### src/rtl/wb_clkdiv_multi.sv
// Wishbone-programmable bank of clock-enable dividers, all in the wb_clk_i domain.
// Each channel emits a one-cycle enable pulse and a square wave that toggles on every wrap.
module wb_clkdiv_multi #(
    parameter int          CHANNELS    = 2,
    parameter int          WIDTH       = 8,
    parameter logic [31:0] BASE_ADDR   = 32'h3000_0000,
    parameter int          DEFAULT_DIV = 2
) (
    input  logic                wb_clk_i,
    input  logic                wb_rst_n,
    input  logic                wbs_stb_i,
    input  logic                wbs_cyc_i,
    input  logic                wbs_we_i,
    input  logic [3:0]          wbs_sel_i,
    input  logic [31:0]         wbs_dat_i,
    input  logic [31:0]         wbs_adr_i,
    output logic                wbs_ack_o,
    output logic [31:0]         wbs_dat_o,
    output logic [CHANNELS-1:0] clk_en_o,
    output logic [CHANNELS-1:0] clk_div_o
);

    // per-channel state | meaning
    //   IDLE (en_q=0)   | counter parked at 0, outputs low, active tracks shadow
    //   RUN  (en_q=1)   | counter climbs to active, wraps, pulses, reloads active

    localparam logic [WIDTH-1:0] DIV_RST = WIDTH'(DEFAULT_DIV);
    localparam logic [31:0]      SPAN    = 32'(8 * CHANNELS);

    logic                ack_q;
    logic [31:0]         dat_q;
    logic [WIDTH-1:0]    shadow_q [CHANNELS];
    logic [WIDTH-1:0]    active_q [CHANNELS];
    logic [WIDTH-1:0]    cnt_q    [CHANNELS];
    logic [CHANNELS-1:0] en_q;
    logic [CHANNELS-1:0] clk_en_q;
    logic [CHANNELS-1:0] clk_div_q;

    logic                req;
    logic [31:0]         offset;
    logic                in_range;
    logic [31:0]         wmask;
    logic [31:0]         rd_val;
    logic [CHANNELS-1:0] hit;
    logic [WIDTH-1:0]    shadow_d [CHANNELS];
    logic [CHANNELS-1:0] en_d;

    always_comb begin
        req      = wbs_stb_i & wbs_cyc_i & ~ack_q;
        offset   = wbs_adr_i - BASE_ADDR;
        in_range = offset < SPAN;
        for (int b = 0; b < 4; b++) begin
            wmask[8*b +: 8] = {8{wbs_sel_i[b]}};
        end
        rd_val = '0;
        en_d   = en_q;
        for (int c = 0; c < CHANNELS; c++) begin
            hit[c]      = in_range && (offset[31:3] == 29'(c));
            shadow_d[c] = shadow_q[c];
            if (req && wbs_we_i && hit[c]) begin
                if (!offset[2]) begin
                    shadow_d[c] = WIDTH'((32'(shadow_q[c]) & ~wmask) | (wbs_dat_i & wmask));
                end else if (wbs_sel_i[0]) begin
                    en_d[c] = wbs_dat_i[0];
                end
            end
            if (hit[c]) begin
                rd_val = offset[2]
                    ? 32'({cnt_q[c], 14'b0, shadow_q[c] != active_q[c], en_q[c]})
                    : 32'(shadow_q[c]);
            end
        end
    end

    always_ff @(posedge wb_clk_i) begin
        if (!wb_rst_n) begin
            ack_q     <= 1'b0;
            dat_q     <= '0;
            en_q      <= '1;
            clk_en_q  <= '0;
            clk_div_q <= '0;
            for (int c = 0; c < CHANNELS; c++) begin
                shadow_q[c] <= DIV_RST;
                active_q[c] <= DIV_RST;
                cnt_q[c]    <= '0;
            end
        end else begin
            ack_q <= req;
            dat_q <= (req && !wbs_we_i) ? rd_val : '0;
            en_q  <= en_d;
            for (int c = 0; c < CHANNELS; c++) begin
                shadow_q[c] <= shadow_d[c];
                // The old shadow_q is sampled here, so a DIV write landing on a wrap waits one period.
                if (!en_q[c]) begin
                    cnt_q[c]     <= '0;
                    clk_en_q[c]  <= 1'b0;
                    clk_div_q[c] <= 1'b0;
                    active_q[c]  <= shadow_q[c];
                end else if (cnt_q[c] == active_q[c]) begin
                    cnt_q[c]     <= '0;
                    clk_en_q[c]  <= 1'b1;
                    clk_div_q[c] <= ~clk_div_q[c];
                    active_q[c]  <= shadow_q[c];
                end else begin
                    cnt_q[c]     <= cnt_q[c] + WIDTH'(1);
                    clk_en_q[c]  <= 1'b0;
                end
            end
        end
    end

    assign wbs_ack_o = ack_q;
    assign wbs_dat_o = ack_q ? dat_q : '0;
    assign clk_en_o  = clk_en_q;
    assign clk_div_o = clk_div_q;

endmodule
### config.mk
export PLATFORM = sky130hd
export DESIGN_NAME = wb_clkdiv_multi
export DESIGN_NICKNAME = d
export VERILOG_FILES = /design/src/rtl/wb_clkdiv_multi.sv
export SDC_FILE = /design/constraint.sdc
export NUM_CORES = 1
export LEC_CHECK = 0
export BUFFER_PORTS_ARGS = -buffer_cell sky130_fd_sc_hd__clkbuf_2
export CAP_MARGIN = 0
export CELL_PAD_IN_SITES_DETAIL_PLACEMENT = 0
export CELL_PAD_IN_SITES_GLOBAL_PLACEMENT = 1
export CORE_MARGIN = 3
export CORE_UTILIZATION = 42
export DETAILED_ROUTE_END_ITERATION = 8
export GPL_ROUTABILITY_DRIVEN = 0
export PLACE_DENSITY = 0.95
export SYNTH_ARGS = -nofsm -noshare
export SYNTH_HDL_FRONTEND = slang
export SYNTH_SLANG_ARGS = --single-unit
### constraint.sdc
create_clock -name wb_clk_i -period 3.6 [get_ports wb_clk_i]
set_clock_uncertainty 0.1 [all_clocks]
set_input_delay 0.36 -clock wb_clk_i [delete_from_list [all_inputs] [get_ports wb_clk_i]]
set_output_delay 0.36 -clock wb_clk_i [all_outputs]
set_load 0.01 [all_outputs]
# Yosys cells after proc, flatten, opt, wreduce, memory -nomap -nowiden
# Memory sizes are Yosys's and may differ from the RTL's.
# Cells that the tools add are included.
# word_totals
register_bits,39
mem_bits_rw,48
out_inout_bits,37
wordCells,100
memories,3
# memory_table
memory,words,width,rd,rd_ports_with_merged_regs,write_ports,line,rtl
active_q,2,8,2,0,2,33,logic [WIDTH-1:0] active_q [CHANNELS];
cnt_q,2,8,2,0,2,34,logic [WIDTH-1:0] cnt_q [CHANNELS];
shadow_q,2,8,2,0,2,32,logic [WIDTH-1:0] shadow_q [CHANNELS];
# classes
addsub,3
order_cmp,1
n_eq_ne,5
mux,45
bitwise_logic,23
reduce_logical,13
# ops
op,count
two-way mux 8 bit,16
two-way mux 24 bit,3
two-way mux 32 bit,2
< comparator 32 x 5 -> 1 bit (second input constant),1
subtractor 32 x 30 -> 32 bit (second input constant),1
== test 29 x 1 -> 1 bit (second input constant),1
zero test 29 bit,1
AND 8 bit,3
two-way mux 1 bit,24
adder 8 x 1 -> 8 bit (second input constant),2
== test 8 bit,2
inequality test 8 bit,2
bitwise OR 8 bit,2
bitwise OR 1 bit,12
NOT 8 bit,1
logical AND 1 bit,6
AND reduction 2 bit,3
AND reduction 3 bit,2
NOT 1 bit,3
AND 1 bit,2
zero test 1 bit,1

# Longest topological paths before layout
# An unclocked memory read counts as a cell.
# logic_depth
word_depth,8
depth_mapped,7
mapped_depth_nobuf,6

# Least setup slack after synthesis
# Ideal clock, no wire load.
# synth_timing
path_kind,input to register
startpoint,in wbs_adr_i[28]
endpoint,reg with a tool-made name
setup_ns,0.121
t_arrival_ns,2.127
required_time_ns,3.379
setup_slack_ns,1.252
stages,7
path_cell_list,ha_1 nor4_1 nand4_1 or4_4 or4_4 buf_6 mux2i_1
# synth_lines
item,line,rtl
"start, declared",16,"input logic [31:0] wbs_adr_i,"

==> metrics.md <==
| Metric | Value |
|---|---|
| Post-synth EDFFs | `32` |
| Share of cells above drive strength 1 | `19.9%` |
| WP data arrival | `2.33 ns` |
| First-pass GRT wire length | `11,900 um` |
| CTS Buf Count | `9` |
| Mapped Area | `0.00359 sq mm` |
| Slowest cell on crit path | `nand3_1` |
| GRT Overall Usage | `15.4%` |
| DRT Pass-1 Iters | `4` |
| Sequential-to-total area share from yosys stat | `48.5%` |
| Post-synthesis mux area share | `9.54%` |
| CTS max path bufs | `2` |
| Setup tns final | `0 ns` |
| Rows | `33` |
| Max Cap Viol | `0` |
| Top cells by count, synth | `nor2_1, dfxtp_1, xor2_1, edfxtp_1, mux2i_1` |
| Chip height | `98.5 um` |
| CP Capture Point | `cnt_q[1][2]$_SDFFCE_PN0P_` |
| Fin area | `0.00419 sq mm` |
| Area growth syn-to-layout | `16.4%` |
| VDD IR max | `0.000172 V` |
| Vias in the first global route | `2,536` |
| DRC | `0` |
| Crit. End Element | `flip-flop` |
| Routed wire length | `7270 um` |
| Fill cells | `761` |
| Average routed wire per standard cell | `13.5 um` |
| Top delay family on crit path | `simple AND/OR/NAND/NOR gates` |
| R2R depth | `5` |
| Cell Area, Placed | `0.00399 sq mm` |
| FF+latch count, synth | `71` |
| Footprint of the multi-input gates | `0.00177 sq mm` |
| Largest net degree at the start of global routing | `28` |
| Post-Syn Instances | `347` |
| Skew-Pair Late Insertion Delay | `0.35 ns` |
| CP max FO | `16` |
| Synth warn | `0` |
| Slew at the pin with the worst max-slew slack | `0.730 ns` |
| Via count | `2,656` |
| # IOs | `110` |
| Final ANT Viol Nets | `0` |
| CP max stage delay | `0.57 ns` |
| Setup crit start | `cnt_q[1][3]$_SDFFCE_PN0P_` |
| Critical path depth | `5` |
| Nets@finish | `505` |
| Most used DFF post-synth | `dfxtp_1` |
| Final setup fails | `0` |
| CTS Hold Bufs | `0` |
| Register area | `0.00174 sq mm` |
| Leading post-synthesis cells by cell area | `edfxtp_1, dfxtp_1, xor2_1, mux2i_1, and2_1` |
| Fin. Hold Viols | `0` |
| Synth Area in Simple Gates | `21.5%` |
| Max Freq | `0.424 GHz` |
| Period utilization | `65.5%` |
| Total inserted antenna cells | `0` |
| RSZ-0062 raised after global routing | `no` |
| Starting Density | `43.5%` |
| Status | `finished clean` |
| Post-Syn Area per Cell | `10.4 sq um` |
| Fin Hold WS | `0.164 ns` |
| Min cycle time layout | `2.36 ns` |
| Post-layout util | `50.7%` |
| Setup CP Type | `reg -> reg` |
| CP Data Required Time | `3.57 ns` |
| # port buffers | `64` |
| Xor/xnor cell area share of the yosys netlist | `11.5%` |
| Flop2flop setup slack | `1.24 ns` |
| Startpoint Class | `flip-flop` |
| Synth Area in Adders | `1.39%` |
| Slew HR | `51.2%` |
| Worst Path Buf+Inv | `0` |
| Vias per inst | `4.94` |
| Die width | `98.5 um` |
| Initial antenna violation count | `0` |
| Htree depth | `3` |
| Num Clock Sinks | `71` |
| Worst R2R Start | `cnt_q[1][3]$_SDFFCE_PN0P_` |
| Post-CTS Resized | `0` |
| Hold Crit Class | `in -> reg` |
| Worst-path clk slew | `0.08 ns` |
| DRT iter0 DRCs | `171` |
| Final HPWL from detailed placement | `5590 um` |
| Worst-path cell chain | `xor2_1 -> nor4_1 -> nand2_1 -> nand3_1 -> nor2_1` |
| Leak | `1.92 nW` |
| Reg2reg end | `cnt_q[1][2]$_SDFFCE_PN0P_` |
| Number of distinct library cells after synthesis | `39` |
| Largest family of logic cells by synthesized area | `simple AND/OR/NAND/NOR gates` |
| Top cell type's share of synthesized area | `26.7%` |
| Largest area contributor in the netlist | `edfxtp_1` |
| Max-slew violation count | `0` |
| TritonCTS clock tree | `done` |
| Root Driver | `clkbuf_8` |
| Die area | `0.00971 sq mm` |
| Total gr overflow | `0` |
| Pwr per Cell Area | `395 mW/mm^2` |
| Setup bufs post-CTS | `0` |
| Core region area | `0.00826 sq mm` |
| Complex-gate fraction of the synthesized area | `2.12%` |
| Cell with the most instances after synthesis | `nor2_1` |
| Async S/R FF share, synth | `0%` |
-- worst min-delay path by stage --
stage                       startpoint   endpoint  slack (ns)  depth (start not counted)
after floorplan              flip-flop  flip-flop        0.37                          2
after global placement       flip-flop  flip-flop        0.39                          2
after detailed placement     flip-flop  flip-flop        0.40                          2
after CTS                 wbs_dat_i[2]  flip-flop        0.16                          3
after global routing      wbs_dat_i[2]  flip-flop        0.16                          3
final                     wbs_dat_i[2]  flip-flop        0.16                          3
-- metrics by stage --
step	instances	power (mW)	worst slack, ns
4_1_cts	538	1.66	1.25
2_1_floorplan	377	1.00	1.25
3_3_place_gp	522	1.03	0.972
5_1_grt	538	1.72	1.12
3_5_place_dp	522	1.04	0.954
6_report	538	1.65	1.24
-- tightest hold or removal path: cells and delay by family --
family,cells,cell delay (ns)
multiplexers,1,0.06
buffers and inverters,1,0.08
AND/OR/NAND/NOR,1,0.07
-- kinds of logic after synthesis --
| kind of cell | Yosys count |
|---|---|
| AOI/OAI and AO/OA | 11 |
| other | 2 |
| buffers and inverters | 29 |
| xor gates and xnor gates | 47 |
| muxes | 33 |
| adders and majority gates | 4 |
| DFF | 71 |
| and+or+nand+nor | 150 |
-- layer usage --
metal  share of wire (%)  track usage [%]  wire, um  vias up
li1                    -                -         -     1307
met1                  44             19.2      3180     1252
met2                  49             25.3      3540       83
met3                 5.2             3.47       378       14
met4                 2.4             7.46       171        0
met5                   0                0         0        -
-- cells in the final DEF, fill, tap and decap left out, drive strengths merged, types with 14 or more instances in the layout --
cell and instances:
mux2i 32, dfxtp 39, edfxtp 32, conb 32, nand3 14, xor2 38, and2 31, nor2 42
nand2 30, clkbuf 74
-- power by group --
| group | internal [mW] | switching (mW) |
|---|---|---|
| clock | 0.322 | 0.310 |
| sequential | 0.864 | 0.0286 |
| combinational | 0.0558 | 0.0708 |
-- area by class of cell --
cell class                      count  share of cell area [%]
Tap cell                          105                    3.14
Timing Repair Buffer               65                    7.83
Sequential cell                    71                    41.6
Clock buffer                       10                    3.05
Inverter                            4                   0.359
Clock inverter                      6                    1.64
Multi-Input combinational cell    277                    42.4
Note: power is estimated with default switching activity, not from simulation.
